**config.mk**
```make
export PLATFORM = sky130hd
export DESIGN_NAME = m_fetch
export DESIGN_NICKNAME = d
export VERILOG_FILES = /design/src/rtl/fetch_pkg.sv /design/src/rtl/m_inst_queue.sv /design/src/rtl/m_fetch.sv
export SDC_FILE = /design/constraint.sdc
export NUM_CORES = 1
export LEC_CHECK = 0
export ABC_AREA = 1
export CAP_MARGIN = 20
export CORE_MARGIN = 3
export CORE_UTILIZATION = 58
export DETAILED_ROUTE_END_ITERATION = 7
export DONT_BUFFER_PORTS = 1
export GPL_TIMING_DRIVEN = 0
export PLACE_DENSITY = 0.83
export SYNTH_ARGS = -nofsm -noshare
export SYNTH_HDL_FRONTEND = slang
export SYNTH_SLANG_ARGS = --single-unit
```
**constraint.sdc**
```tcl
create_clock -name w_clk -period 6.15 [get_ports w_clk]
set_input_delay 0.9225 -clock w_clk [delete_from_list [all_inputs] [get_ports w_clk]]
set_output_delay 0.9225 -clock w_clk [all_outputs]
set_load 0.05 [all_outputs]
```
**src/rtl/fetch_pkg.sv**
```systemverilog
// Shared types and constants for the instruction-fetch stage.
package fetch_pkg;

    localparam int unsigned       XLEN         = 32;
    localparam logic [XLEN-1:0]   RESET_PC_DEF = 32'h0000_0000;
    localparam logic [XLEN-1:0]   NOP          = 32'h0000_0013;

    typedef struct packed {
        logic [XLEN-1:0] pc;
        logic [XLEN-1:0] inst;
    } fetch_entry_t;

endpackage

```
**src/rtl/m_inst_queue.sv**
```systemverilog
// QDEPTH-entry FIFO of {pc, inst} with a synchronous clear that wins over push/pop.
module m_inst_queue
    import fetch_pkg::*;
#(
    parameter int unsigned      QDEPTH   = 2,
    parameter logic [XLEN-1:0]  RESET_PC = RESET_PC_DEF,
    localparam int unsigned     AW       = $clog2(QDEPTH),
    localparam int unsigned     CW       = $clog2(QDEPTH) + 1
) (
    input  logic         clk_i,
    input  logic         rst_i,
    input  logic         clear_i,
    input  logic         push_i,
    input  fetch_entry_t push_entry_i,
    input  logic         pop_i,
    output fetch_entry_t head_o,
    output logic [CW-1:0] count_o,
    output logic         full_o,
    output logic         empty_o
);

    fetch_entry_t   mem_q [QDEPTH];
    logic [AW-1:0]  wr_ptr_q, wr_ptr_d;
    logic [AW-1:0]  rd_ptr_q, rd_ptr_d;
    logic [CW-1:0]  count_q, count_d;

    always_comb begin
        wr_ptr_d = wr_ptr_q;
        rd_ptr_d = rd_ptr_q;
        count_d  = count_q;
        if (clear_i) begin
            wr_ptr_d = '0;
            rd_ptr_d = '0;
            count_d  = '0;
        end else begin
            if (push_i) wr_ptr_d = wr_ptr_q + AW'(1);
            if (pop_i)  rd_ptr_d = rd_ptr_q + AW'(1);
            count_d = count_q + CW'(push_i) - CW'(pop_i);
        end
    end

    // Storage is reset too so the head reads {RESET_PC, 0} straight out of reset.
    always_ff @(posedge clk_i or posedge rst_i) begin
        if (rst_i) begin
            for (int i = 0; i < QDEPTH; i++) begin
                mem_q[i] <= '{pc: RESET_PC, inst: '0};
            end
            wr_ptr_q <= '0;
            rd_ptr_q <= '0;
            count_q  <= '0;
        end else begin
            if (!clear_i && push_i) mem_q[wr_ptr_q] <= push_entry_i;
            wr_ptr_q <= wr_ptr_d;
            rd_ptr_q <= rd_ptr_d;
            count_q  <= count_d;
        end
    end

    assign head_o  = mem_q[rd_ptr_q];
    assign count_o = count_q;
    assign full_o  = (count_q == CW'(QDEPTH));
    assign empty_o = (count_q == '0);

endmodule

```
**src/rtl/m_fetch.sv**
```systemverilog
// Instruction-fetch stage: PC, imem issue, response queue and redirect flush.
// Optional FETCH_PERF_EN adds delivered/flushed instruction counters.
module m_fetch
    import fetch_pkg::*;
#(
    parameter logic [XLEN-1:0] RESET_PC = RESET_PC_DEF,
    parameter int unsigned     QDEPTH   = 2,
    parameter int unsigned     IMEM_AW  = 6
) (
    input  logic               w_clk,
    input  logic               w_rst,
    input  logic               w_redirect,
    input  logic [XLEN-1:0]    w_redirect_pc,
    output logic               w_imem_req,
    output logic [IMEM_AW-1:0] w_imem_addr,
    input  logic [XLEN-1:0]    w_imem_data,
    output logic               w_inst_valid,
    input  logic               w_inst_ready,
    output logic [XLEN-1:0]    w_inst,
    output logic [XLEN-1:0]    w_inst_pc
`ifdef FETCH_PERF_EN
    ,
    output logic [XLEN-1:0]    w_fetch_cnt,
    output logic [XLEN-1:0]    w_flush_cnt
`endif
);

    localparam int unsigned CW = $clog2(QDEPTH) + 1;
    localparam int unsigned OW = $clog2(QDEPTH) + 2;

    logic [XLEN-1:0] pc_q, pc_d;
    logic            inflight_q, inflight_d;
    logic [XLEN-1:0] inflight_pc_q, inflight_pc_d;

    logic            pop, push, q_full, q_empty;
    logic [CW-1:0]   q_count;
    logic [OW-1:0]   occ_after_pop;
    fetch_entry_t    push_entry, head;
    logic            unused_bits;

    assign unused_bits   = ^{w_redirect_pc[1:0], q_full};

    assign w_inst_valid  = !q_empty;
    assign pop           = w_inst_valid & w_inst_ready;
    assign occ_after_pop = OW'(q_count) + OW'(inflight_q) - OW'(pop);
    assign w_imem_req    = !w_rst && !w_redirect && (occ_after_pop < OW'(QDEPTH));
    assign w_imem_addr   = pc_q[IMEM_AW+1:2];

    // A redirect drops the response arriving this cycle; it belongs to the old path.
    assign push          = inflight_q & !w_redirect;
    assign push_entry    = '{pc: inflight_pc_q, inst: w_imem_data};

    always_comb begin
        pc_d          = pc_q;
        inflight_d    = w_imem_req;
        inflight_pc_d = inflight_pc_q;
        if (w_redirect) begin
            pc_d = {w_redirect_pc[XLEN-1:2], 2'b00};
        end else if (w_imem_req) begin
            pc_d          = pc_q + 32'd4;
            inflight_pc_d = pc_q;
        end
    end

    always_ff @(posedge w_clk or posedge w_rst) begin
        if (w_rst) begin
            pc_q          <= RESET_PC;
            inflight_q    <= 1'b0;
            inflight_pc_q <= RESET_PC;
        end else begin
            pc_q          <= pc_d;
            inflight_q    <= inflight_d;
            inflight_pc_q <= inflight_pc_d;
        end
    end

    m_inst_queue #(
        .QDEPTH   (QDEPTH),
        .RESET_PC (RESET_PC)
    ) u_queue (
        .clk_i        (w_clk),
        .rst_i        (w_rst),
        .clear_i      (w_redirect),
        .push_i       (push),
        .push_entry_i (push_entry),
        .pop_i        (pop),
        .head_o       (head),
        .count_o      (q_count),
        .full_o       (q_full),
        .empty_o      (q_empty)
    );

    assign w_inst    = head.inst;
    assign w_inst_pc = head.pc;

`ifdef FETCH_PERF_EN
    logic [XLEN-1:0] fetch_cnt_q, flush_cnt_q;

    always_ff @(posedge w_clk or posedge w_rst) begin
        if (w_rst) begin
            fetch_cnt_q <= '0;
            flush_cnt_q <= '0;
        end else begin
            if (pop) fetch_cnt_q <= fetch_cnt_q + 32'd1;
            if (w_redirect) begin
                flush_cnt_q <= flush_cnt_q + 32'(q_count) + 32'(inflight_q) - 32'(pop);
            end
        end
    end

    assign w_fetch_cnt = fetch_cnt_q;
    assign w_flush_cnt = flush_cnt_q;
`endif

endmodule

```
==> impl_metrics.yaml <==
status:
  status: "completed"
routing:
  drt_first_pass_iters: 5
  drc: 0
  post_drt_wl_per_cell_um: 15.83
  vias: 7703
  drtAntennaViolNets: 0
  drt_iter0_drc: 684
  vias_per_cell: 5.353
  drt-total-wl_um: 22780
die:
  dieArea_sq_um: 17210
  std_cell_rows: 45
  core_area_sq_um: 15260
  start_util_pct: 59.57
  die_h_um: 131.2
  pin_count: 140
  die_x_um: 131.2
global_routing:
  grt_pass1_vias: 7423
  grt_max_degree: 44
  grt_overflow: 0
  track_usage_pct: 27.11
  grt_first_pass_wirelength_um: 37780
  antenna_found_initial: 0
synthesis:
  synth_xor_area_share_pct: 0.09637
  ys_types: 26
  ys_seq_area_share_pct: 52.04
  synth_area_sq_um: 9089
  synth_top_family_by_area: "simple AND/OR/NAND/NOR gates"
  synth_compound_area_share_pct: 9.939
  synth_seq_cells: 189
  muxShareOfSynthArea_pct: 0
  synthAdderAreaFrac_pct: 0.7709
  syn-instance-count: 1193
  ys_warn_count: 0
  synth-simple-area-share_pct: 27.70
  syn_area_per_cell_sq_um: 7.618
sta:
  rsz0062_at_grt: "false"
  slew_headroom_pct: 41.09
  tns_ps: 0
  clock_skew_ps: 6.774
  tightest_slew_ps: 881.8
  setup_viol: 0
  max_freq_mhz: 238.2
  drv_slew: 0
  finalHoldViolCount: 0
  finalCriticalPeriod_ps: 4198
  fin_crit_sh_pct: 68.26
setup_path:
  cp_common_cell: "nand2_1"
  crit_required_ps: 5230
  cp_top_family: "simple AND/OR/NAND/NOR gates"
  path_class: "flip-flop to primary output"
  crit_fanout: 11
  end_kind: "primary output"
  cp.arrival_ps: 3280
  crit_chain: "inv_2 > nand2_1 > nand2_1 > inv_1 > ha_1 > inv_1 > nand2_1 > fa_1 > nand2_1 > nor2_2 > nand2_2 > inv_1 > buf_2"
  start_kind: "flip-flop"
  slowest_delay_ps: 510
  slowest_stage: "fa_1"
  worst-path-buf-inv: 5
clocking:
  root_buffer: "clkbuf_16"
  cts_made_buffers: 17
  cts_tree: "done"
  postCtsHoldBufs: 0
  clockBufferDepth: 2
  post-cts-setup-buffers: 0
  cts.sinks: 189
  path_clk_slew_ps: 70
  h-tree-depth: 4
  ctsResizeCount: 0
  insertion_delay_ps: 440
hold_path:
  min_path_type: "flip-flop to flip-flop"
final_layout:
  num-nets-final: 1290
  area_growth_pct: 10.78
  diodes: 0
  drive_gt1_share_pct: 7.980
power_and_ir_drop:
  power_density_nw_per_um2: 570.0
  p_leak_nw: 5.199
  total_power_mw: 5.739
  vdd_drop_max_uv: 305.0
run:
  drv_cap: 0
place:
  io_buffer_count: 0
  gp_congestion: 0.9107
  dpl.hpwl_um: 16100
-- metal layers --
metal | track usage, % | vias up | routed length (um)
met5 | 0 | - | 0
met4 | 8.285 | 0 | 460
met3 | 5.590 | 30 | 1530
met2 | 44.87 | 271 | 11130
met1 | 36.41 | 3655 | 9661
li1 | - | 3747 | -
-- path summary, 6_finish.rpt --
| kind | startpoint | end | slack [ps] | cells after the start |
|---|---|---|---|---|
| worst max-delay path | u_queue.count_o[1] | w_imem_req | 1950 | 13 |
| worst min-delay path | u_queue.mem_q[117] | u_queue.mem_q[117] | 480 | 2 |
| worst max register to register | u_queue.count_o[1] | pc_q[6] | 3010 | 16 |
| worst min register to register | u_queue.mem_q[117] | u_queue.mem_q[117] | 480 | 2 |
| max in group asynchronous | w_rst | inflight_pc_q[26] | 4660 | 3 |
| min in group asynchronous | w_rst | u_queue.mem_q[88] | 530 | 1 |
-- layout by cell type, fill, tap and decap left out, types with 2 or more instances in the layout --
cell type and count:
nand2_1 476, inv_2 3, bufinv_16 4, buf_4 8, ha_1 4, o21ai_0 154, inv_1 132, dfrtp_1 189
clkbuf_8 3, buf_6 7, nor2_4 6, nand3_1 63, a21oi_1 14, clkinv_2 3, conb_1 2, nor2_1 51
clkbuf_16 17, buf_12 4, nor2_2 14, buf_2 18, o211ai_1 7, inv_6 2, nand2_2 5, o21ai_1 2
clkbuf_1 31
-- flip-flops by register name, summed over array words and instances, names as in the netlist --
name,count
u_queue.count_o,2
u_queue.mem_q,124
inflight_q,1
pc_q,30
u_queue.wr_ptr_q,1
inflight_pc_q,30
u_queue.rd_ptr_q,1
-- metrics by stage --
stage	hold slack, ps	util, %	std cells	setup slack [ps]	instance area [sq um]
3_3_place_gp	464.3	61.34	1405	-155.7	9360
6_report	484.5	65.99	1439	1952	10070
5_1_grt	500.7	65.99	1439	1769	10070
2_1_floorplan	452.9	-	1194	955.3	9096
3_5_place_dp	472.5	61.87	1409	2268	9440
4_1_cts	488.4	65.99	1439	1919	10070
-- cells in the mapped netlist (all sizes together) --
cell type,instances,area [sq um]
conb,1,3.750
nor2,71,346.6
nand2,482,1829
nand4,1,6.260
fa,1,20.02
buf,33,229.0
clkbuf,31,116.4
ha,4,50.05
a21oi,14,70.07
inv,136,510.5
and2,1,6.260
xnor2,1,8.760
o21ai,156,780.8
or2,1,6.260
nand3,63,315.3
nand3b,1,7.510
o211ai,7,52.55
dfrtp,189,4730
-- final cells by class --
| type | count | area (sq um) |
|---|---|---|
| timing repair buffer | 4 | 80.08 |
| inverter | 136 | 514.2 |
| fill | 1274 | 5190 |
| clock inverter | 10 | 161.4 |
| clock buffer | 20 | 466.7 |
| tap | 211 | 264.0 |
| sequential | 189 | 4730 |
| buffer | 64 | 345.3 |
| multi-input combinational | 805 | 3507 |
-- worst register-to-register path, delay by kind of cell (launching register included) --
kind	cells	cell delay (ps)
buf+inv	5	580
simple gates	9	1240
flops	1	420
fa+ha+maj	2	780
-- power breakdown --
part / internal [mW] / leakage [nW] / switching (mW)
registers: 1.75 / 2.40 / 0.326
logic: 0.523 / 2.49 / 1.96
clock network: 0.710 / 0.313 / 0.470
total: 2.99 / 5.20 / 2.75
-- logic make-up (layout without fill, tap and decap cells) --
| kind of cell | Yosys count | after routing |
|---|---|---|
| simple gates | 620 | 620 |
| buf+inv | 200 | 234 |
| xor+xnor | 1 | 1 |
| flops | 189 | 189 |
| fa+ha+maj | 5 | 5 |
| other cells | 1 | 2 |
| compound gates | 177 | 177 |
No activity file was read; power rests on OpenSTA's default activity.
